## src/rtl/led_bit_encoder_pkg.sv

```systemverilog
// Shared types for the LED pixel pipeline: encoder FSM states, the GRB pixel
// layout and the encoder's reset bundle.
package pipeline_types;

    typedef enum logic [1:0] {
        IDLE,
        HIGH,
        LOW,
        TRESET
    } enc_state_t;

    // s_pixel maps onto this layout, so green is on the wire first.
    typedef struct packed {
        logic [7:0] g;
        logic [7:0] r;
        logic [7:0] b;
    } led_pixel_t;

    typedef struct packed {
        enc_state_t  state;
        logic [31:0] cnt;
        logic        ready;
        logic        dout;
        logic        busy;
        logic        frame_done;
    } enc_reset_t;

    localparam enc_reset_t RESET_VALUES_ENCODER = '{
        state:      TRESET,
        cnt:        32'd0,
        ready:      1'b0,
        dout:       1'b0,
        busy:       1'b1,
        frame_done: 1'b0
    };

endpackage

```

## src/rtl/led_bit_encoder.sv

```systemverilog
// Serialises GRB pixels onto the single-wire LED line, MSB first, one fixed-length
// bit cell per bit, with a latch (treset) low period after each frame's last pixel.
module led_bit_encoder
    import pipeline_types::*;
#(
    parameter int T0H_CYC    = 20,
    parameter int T1H_CYC    = 40,
    parameter int TBIT_CYC   = 62,
    parameter int TRESET_CYC = 2500,
    parameter int PIXEL_W    = 24
) (
    input  logic               clk,
    input  logic               reset_n,
    input  logic               s_valid,
    output logic               s_ready,
    input  logic [PIXEL_W-1:0] s_pixel,
    input  logic               s_last,
    output logic               o_dout,
    output logic               o_busy,
    output logic               o_frame_done
);

    localparam int CNT_MAX = (TBIT_CYC > TRESET_CYC) ? TBIT_CYC : TRESET_CYC;
    localparam int CNT_W   = $clog2(CNT_MAX + 1);
    localparam int IDX_W   = (PIXEL_W > 1) ? $clog2(PIXEL_W) : 1;

    if (!(T0H_CYC > 0 && T0H_CYC < T1H_CYC && T1H_CYC < TBIT_CYC)) begin : g_bad_cell_timing
        $error("led_bit_encoder: need 0 < T0H_CYC < T1H_CYC < TBIT_CYC");
    end
    if (TRESET_CYC < 1) begin : g_bad_treset
        $error("led_bit_encoder: TRESET_CYC must be >= 1");
    end

    enc_state_t         state_q, state_d;
    logic [CNT_W-1:0]   cnt_q, cnt_d;
    logic [PIXEL_W-1:0] shift_q, shift_d;
    logic [IDX_W-1:0]   idx_q, idx_d;
    logic               last_q, last_d;
    logic               ready_q, ready_d;
    logic               dout_q, dout_d;
    logic               busy_q, busy_d;
    logic               done_q, done_d;
    logic               load;

    function automatic logic [CNT_W-1:0] high_len(input logic bit_val);
        return bit_val ? CNT_W'(T1H_CYC) : CNT_W'(T0H_CYC);
    endfunction

    // Count value on the final LOW cycle of a cell carrying bit_val.
    function automatic logic [CNT_W-1:0] low_end(input logic bit_val);
        return CNT_W'(TBIT_CYC) - high_len(bit_val) - CNT_W'(1);
    endfunction

    always_comb begin
        state_d = state_q;
        cnt_d   = cnt_q + CNT_W'(1);
        shift_d = shift_q;
        idx_d   = idx_q;
        last_d  = last_q;
        load    = s_valid && ready_q;

        case (state_q)
            IDLE: begin
                cnt_d = '0;
                if (load) begin
                    state_d = HIGH;
                end
            end
            HIGH: begin
                if (cnt_q == high_len(shift_q[PIXEL_W-1]) - CNT_W'(1)) begin
                    state_d = LOW;
                    cnt_d   = '0;
                end
            end
            LOW: begin
                if (cnt_q == low_end(shift_q[PIXEL_W-1])) begin
                    cnt_d = '0;
                    if (idx_q != '0) begin
                        shift_d = shift_q << 1;
                        idx_d   = idx_q - IDX_W'(1);
                        state_d = HIGH;
                    end else if (last_q) begin
                        state_d = TRESET;
                    end else if (load) begin
                        state_d = HIGH;
                    end else begin
                        state_d = IDLE;
                    end
                end
            end
            TRESET: begin
                if (cnt_q == CNT_W'(TRESET_CYC - 1)) begin
                    state_d = IDLE;
                    cnt_d   = '0;
                end
            end
            default: begin
                state_d = TRESET;
                cnt_d   = '0;
            end
        endcase

        // load is only ever true in IDLE or on the final cycle of a non-last pixel.
        if (load) begin
            shift_d = s_pixel;
            last_d  = s_last;
            idx_d   = IDX_W'(PIXEL_W - 1);
            cnt_d   = '0;
        end

        dout_d  = (state_d == HIGH);
        busy_d  = (state_d != IDLE);
        done_d  = (state_d == TRESET) && (cnt_d == CNT_W'(TRESET_CYC - 1));
        ready_d = (state_d == IDLE) ||
                  ((state_d == LOW) && (idx_d == '0) && !last_d &&
                   (cnt_d == low_end(shift_d[PIXEL_W-1])));
    end

    always_ff @(posedge clk or negedge reset_n) begin
        if (!reset_n) begin
            state_q <= RESET_VALUES_ENCODER.state;
            cnt_q   <= CNT_W'(RESET_VALUES_ENCODER.cnt);
            shift_q <= '0;
            idx_q   <= '0;
            last_q  <= 1'b0;
            ready_q <= RESET_VALUES_ENCODER.ready;
            dout_q  <= RESET_VALUES_ENCODER.dout;
            busy_q  <= RESET_VALUES_ENCODER.busy;
            done_q  <= RESET_VALUES_ENCODER.frame_done;
        end else begin
            state_q <= state_d;
            cnt_q   <= cnt_d;
            shift_q <= shift_d;
            idx_q   <= idx_d;
            last_q  <= last_d;
            ready_q <= ready_d;
            dout_q  <= dout_d;
            busy_q  <= busy_d;
            done_q  <= done_d;
        end
    end

    assign s_ready      = ready_q;
    assign o_dout       = dout_q;
    assign o_busy       = busy_q;
    assign o_frame_done = done_q;

endmodule

```

## config.mk

```make
export PLATFORM = sky130hd
export DESIGN_NAME = led_bit_encoder
export DESIGN_NICKNAME = d
export VERILOG_FILES = /design/src/rtl/led_bit_encoder_pkg.sv /design/src/rtl/led_bit_encoder.sv
export SDC_FILE = /design/constraint.sdc
export NUM_CORES = 1
export LEC_CHECK = 0
export ABC_AREA = 1
export CAP_MARGIN = 20
export CORE_MARGIN = 5
export CORE_UTILIZATION = 40
export DETAILED_ROUTE_END_ITERATION = 6
export PLACE_DENSITY = 0.62
export SLEW_MARGIN = 5
export SYNTH_ARGS = -nofsm -noshare
export SYNTH_HDL_FRONTEND = slang
export SYNTH_SLANG_ARGS = --single-unit
```

## constraint.sdc

```tcl
create_clock -name clk -period 1.85 [get_ports clk]
set_input_delay 0.2775 -clock clk [delete_from_list [all_inputs] [get_ports clk]]
set_output_delay 0.2775 -clock clk [all_outputs]
set_load 0.02 [all_outputs]
```

==> metrics.md <==
| Metric | Value |
|---|---|
| Setup CP Type | `reg2reg` |
| Layout Utilization | `55.8%` |
| CP peak stage delay | `0.46 ns` |
| Fin Hold WS | `0.480 ns` |
| Synth top area share | `38.9%` |
| Maximum VDD drop | `280 µV` |
| Area leader, netlist | `dfrtp_1` |
| Dpl ws | `-0.146 ns` |
| Final worst slack | `0.0447 ns` |
| Final Slew Violations | `0` |
| Critical Path Start Type | `register` |
| Max Clock Freq | `554 MHz` |
| RSZ-0062 raised after global routing | `yes` |
| Drt initial violations | `159` |
| Reg2Reg Capture Point | `o_frame_done` |
| CP Cell Sequence | `ha_4 > inv_2 > nor2_2 > buf_4 > nand4_1 > nand2_1 > nand3_4 > buf_6 > nand2_1 > nor2_1 > nand3_1 > nor2_2` |
| Router iterations before antenna repair | `4` |
| Number of setup violations in the final report | `0` |
| Final Critical Period | `1.81 ns` |
| Post-DP HPWL | `5490 µm` |
| Seq cells post-synth | `48` |
| Critical Path Sink | `o_frame_done` |
| Antenna Nets Post-Route | `0` |
| WL met3 | `315 µm` |
| Congestion Overflow GR | `0` |
| Switching pwr | `414 µW` |
| CP top delay family | `simple AND/OR/NAND/NOR gates` |
| M1 WL | `3440 µm` |
| Synth top area cells | `dfrtp_1 (39%), nand2_1 (13%), nand3_1 (8.1%)` |
| Crit-path slowest cell | `dfrtp_2` |
| Top Metal Used | `met4` |
| Period utilisation layout | `97.6%` |
| Top Ports | `32` |
| Die area | `9030 µm²` |
| Syn nets | `425` |
| Most common cell after layout, fill and taps aside | `nand2_1` |
| Post-synthesis sequential area ratio | `41.7%` |
| Status | `complete, no violations` |
| Int Pwr | `1.51 mW` |
| Global placement routability congestion | `0.911` |
| Setup TNS Final | `0 ns` |
| Die X | `95.0 µm` |
| WL/cell | `13.0 µm` |
| Yosys warns | `0` |
| Ys async rst share | `100%` |
| Worst Path Max Fanout | `8` |
| CP startpoint | `cnt_q[0]` |
| PwrDens | `483 nW/µm²` |
| Overall power | `1.92 mW` |
| H-tree Lvls | `2` |
| Core ar. | `7140 µm²` |
| CTS root buf | `clkbuf_8` |
| Combinational power share | `4.3%` |
| Most frequent cells in the layout | `nand2_1 (94), buf_4 (51), inv_1 (50)` |
| Final Hold Viols | `0` |
| Area Growth Syn to Fin | `37.8%` |
| WP depth | `12` |
| CTS Sinks | `48` |
| Worst slew margin | `73.1%` |
| DR vias | `2843` |
| Final #Nets | `506` |
| Critical Path RT | `2.09 ns` |
| Mapped Cells | `393` |
| Row cnt | `31` |
| Reg clk slew, reported paths | `0.10 ns` |
| Initial Utilization | `40.5%` |
| Post-Syn Area per Cell | `7.36 µm²` |
| Die Span Y | `95.0 µm` |
| Min-Delay Path Class | `in2async` |
| Fraction of layout cells with a size suffix above 1 | `27.4%` |
| First-pass GRT wire length | `12400 µm` |
| Setup slack, reg-to-reg | `0.04 ns` |
| Max cap viols | `0` |
| EDFF count, synth | `0` |
| Final WL | `7480 µm` |
| Vias in the first global route | `2680` |
| Initial antenna violation count | `0` |
| Reg2reg path depth | `12` |
| GRT Total Usage | `17.2%` |
| R2R Path Start | `cnt_q[0]` |
| Vias/cell | `4.95` |
| Switching share of power | `21.5%` |
| Clock skew | `0.0106 ns` |
| Cell Area, Synth | `2890 µm²` |
| Main synth FF type | `dfrtp_1` |
| LEAKAGE | `1.92 nW` |
| Clock power share | `41.2%` |
| Arrival @ worst endpoint | `2.04 ns` |
| Largest net degree at the start of global routing | `49` |
| CTS Buf Count | `5` |
| Worst Tran Pin Value | `0.402 ns` |
| Diode count | `0` |
| Reg power frac | `54.5%` |
| IO Port Bufs | `31` |
| Worst-Skew Late Latency | `0.31 ns` |
| Met2 Routed Length | `3560 µm` |
| Synth cell types | `37` |
| CTS tree | `yes` |
| Clk buf depth | `2` |
| Crit. End Element | `register` |
| DRC | `0` |
| Buffers & Inverters on Critical Path | `3` |
==> per-layer routing <==
layer,vias up,GRT usage (%)
met2,77,28.0
li1,1441,-
met4,0,6.13
met3,20,2.45
met5,-,0
met1,1305,23.4
==> logic make-up after synthesis <==
logic type	share of synthesized area, %
simple gates	34.6
buf+inv	10.5
flops	41.7
compound gates	10.6
fa+ha+maj	1.73
xor+xnor	0.909
==> area by class of cell <==
| class | instances | area, µm² |
|---|---|---|
| well taps | 99 | 124 |
| inverters | 60 | 225 |
| flip-flops and latches | 48 | 1210 |
| clock buffers | 5 | 68.8 |
| fillers | 694 | 3150 |
| repair buffers | 89 | 762 |
| clock inverters | 3 | 47.5 |
| multi-input cells | 270 | 1550 |
==> stage by stage <==
stage	area (µm²)	std cells
2_1_floorplan	2890	393
3_3_place_gp	3590	553
3_5_place_dp	3590	553
4_1_cts	3760	563
5_1_grt	3990	574
6_report	3990	574
==> Yosys cell counts, types with 3 or more instances <==
| master | instances |
|---|---|
| buf_2 | 5 |
| o21ai_0 | 7 |
| inv_2 | 4 |
| nand3_2 | 4 |
| ha_1 | 4 |
| dfrtp_1 | 45 |
| inv_1 | 56 |
| nor3_1 | 3 |
| a21oi_1 | 5 |
| nand4_1 | 9 |
| o211ai_1 | 10 |
| nand2_1 | 101 |
| nand2_2 | 3 |
| nor2_2 | 7 |
| o311ai_0 | 11 |
| nor2_1 | 37 |
| clkbuf_1 | 6 |
| nand3_1 | 47 |
| o21ai_1 | 5 |
| dfstp_2 | 3 |
==> worst min path at each step <==
stage | cells after the start | endpoint | start | slack [ns]
after detailed placement | 2 | shift_q[16] | reset_n | 0.29
after global routing | 3 | shift_q[14] | reset_n | 0.52
after floorplan | 0 | cnt_q[0] | reset_n | -0.02
final | 3 | shift_q[21] | reset_n | 0.48
after global placement | 2 | cnt_q[8] | reset_n | 0.29
after CTS | 3 | shift_q[14] | reset_n | 0.48
==> worst min-delay path: cells and delay by family <==
kind	cells	cell delay (ns)
buffers and inverters	3	0.89
==> state kept, by name, summed over array words and instances (netlist names) <==
| name | count |
|---|---|
| idx_q | 5 |
| o_dout | 1 |
| last_q | 1 |
| shift_q | 24 |
| o_frame_done | 1 |
| cnt_q | 12 |
| o_busy | 1 |
| s_ready | 1 |
| state_q | 2 |
==> power groups by stage <==
| stage | logic [mW] | clock network (mW) | registers (mW) |
|---|---|---|---|
| finish | 0.0830 | 0.792 | 1.05 |
| global route | 0.0903 | 0.851 | 1.05 |
| CTS | 0.0853 | 0.812 | 1.05 |
| floorplan | 0.00000482 | 0 | 1.07 |
| global placement | 0.0842 | 0 | 1.07 |
| detailed placement | 0.0836 | 0 | 1.07 |
==> what timing repair did <==
action / in CTS / in global routing
pin swaps: 2 / 18
gates resized for setup: 12 / 50
hold buffers: 1 / 0
setup endpoints to repair: 12 / 27
buffers inserted: 1 / 11
hold endpoints to repair: 45 / 0
Note: power is estimated with default switching activity, not from simulation.
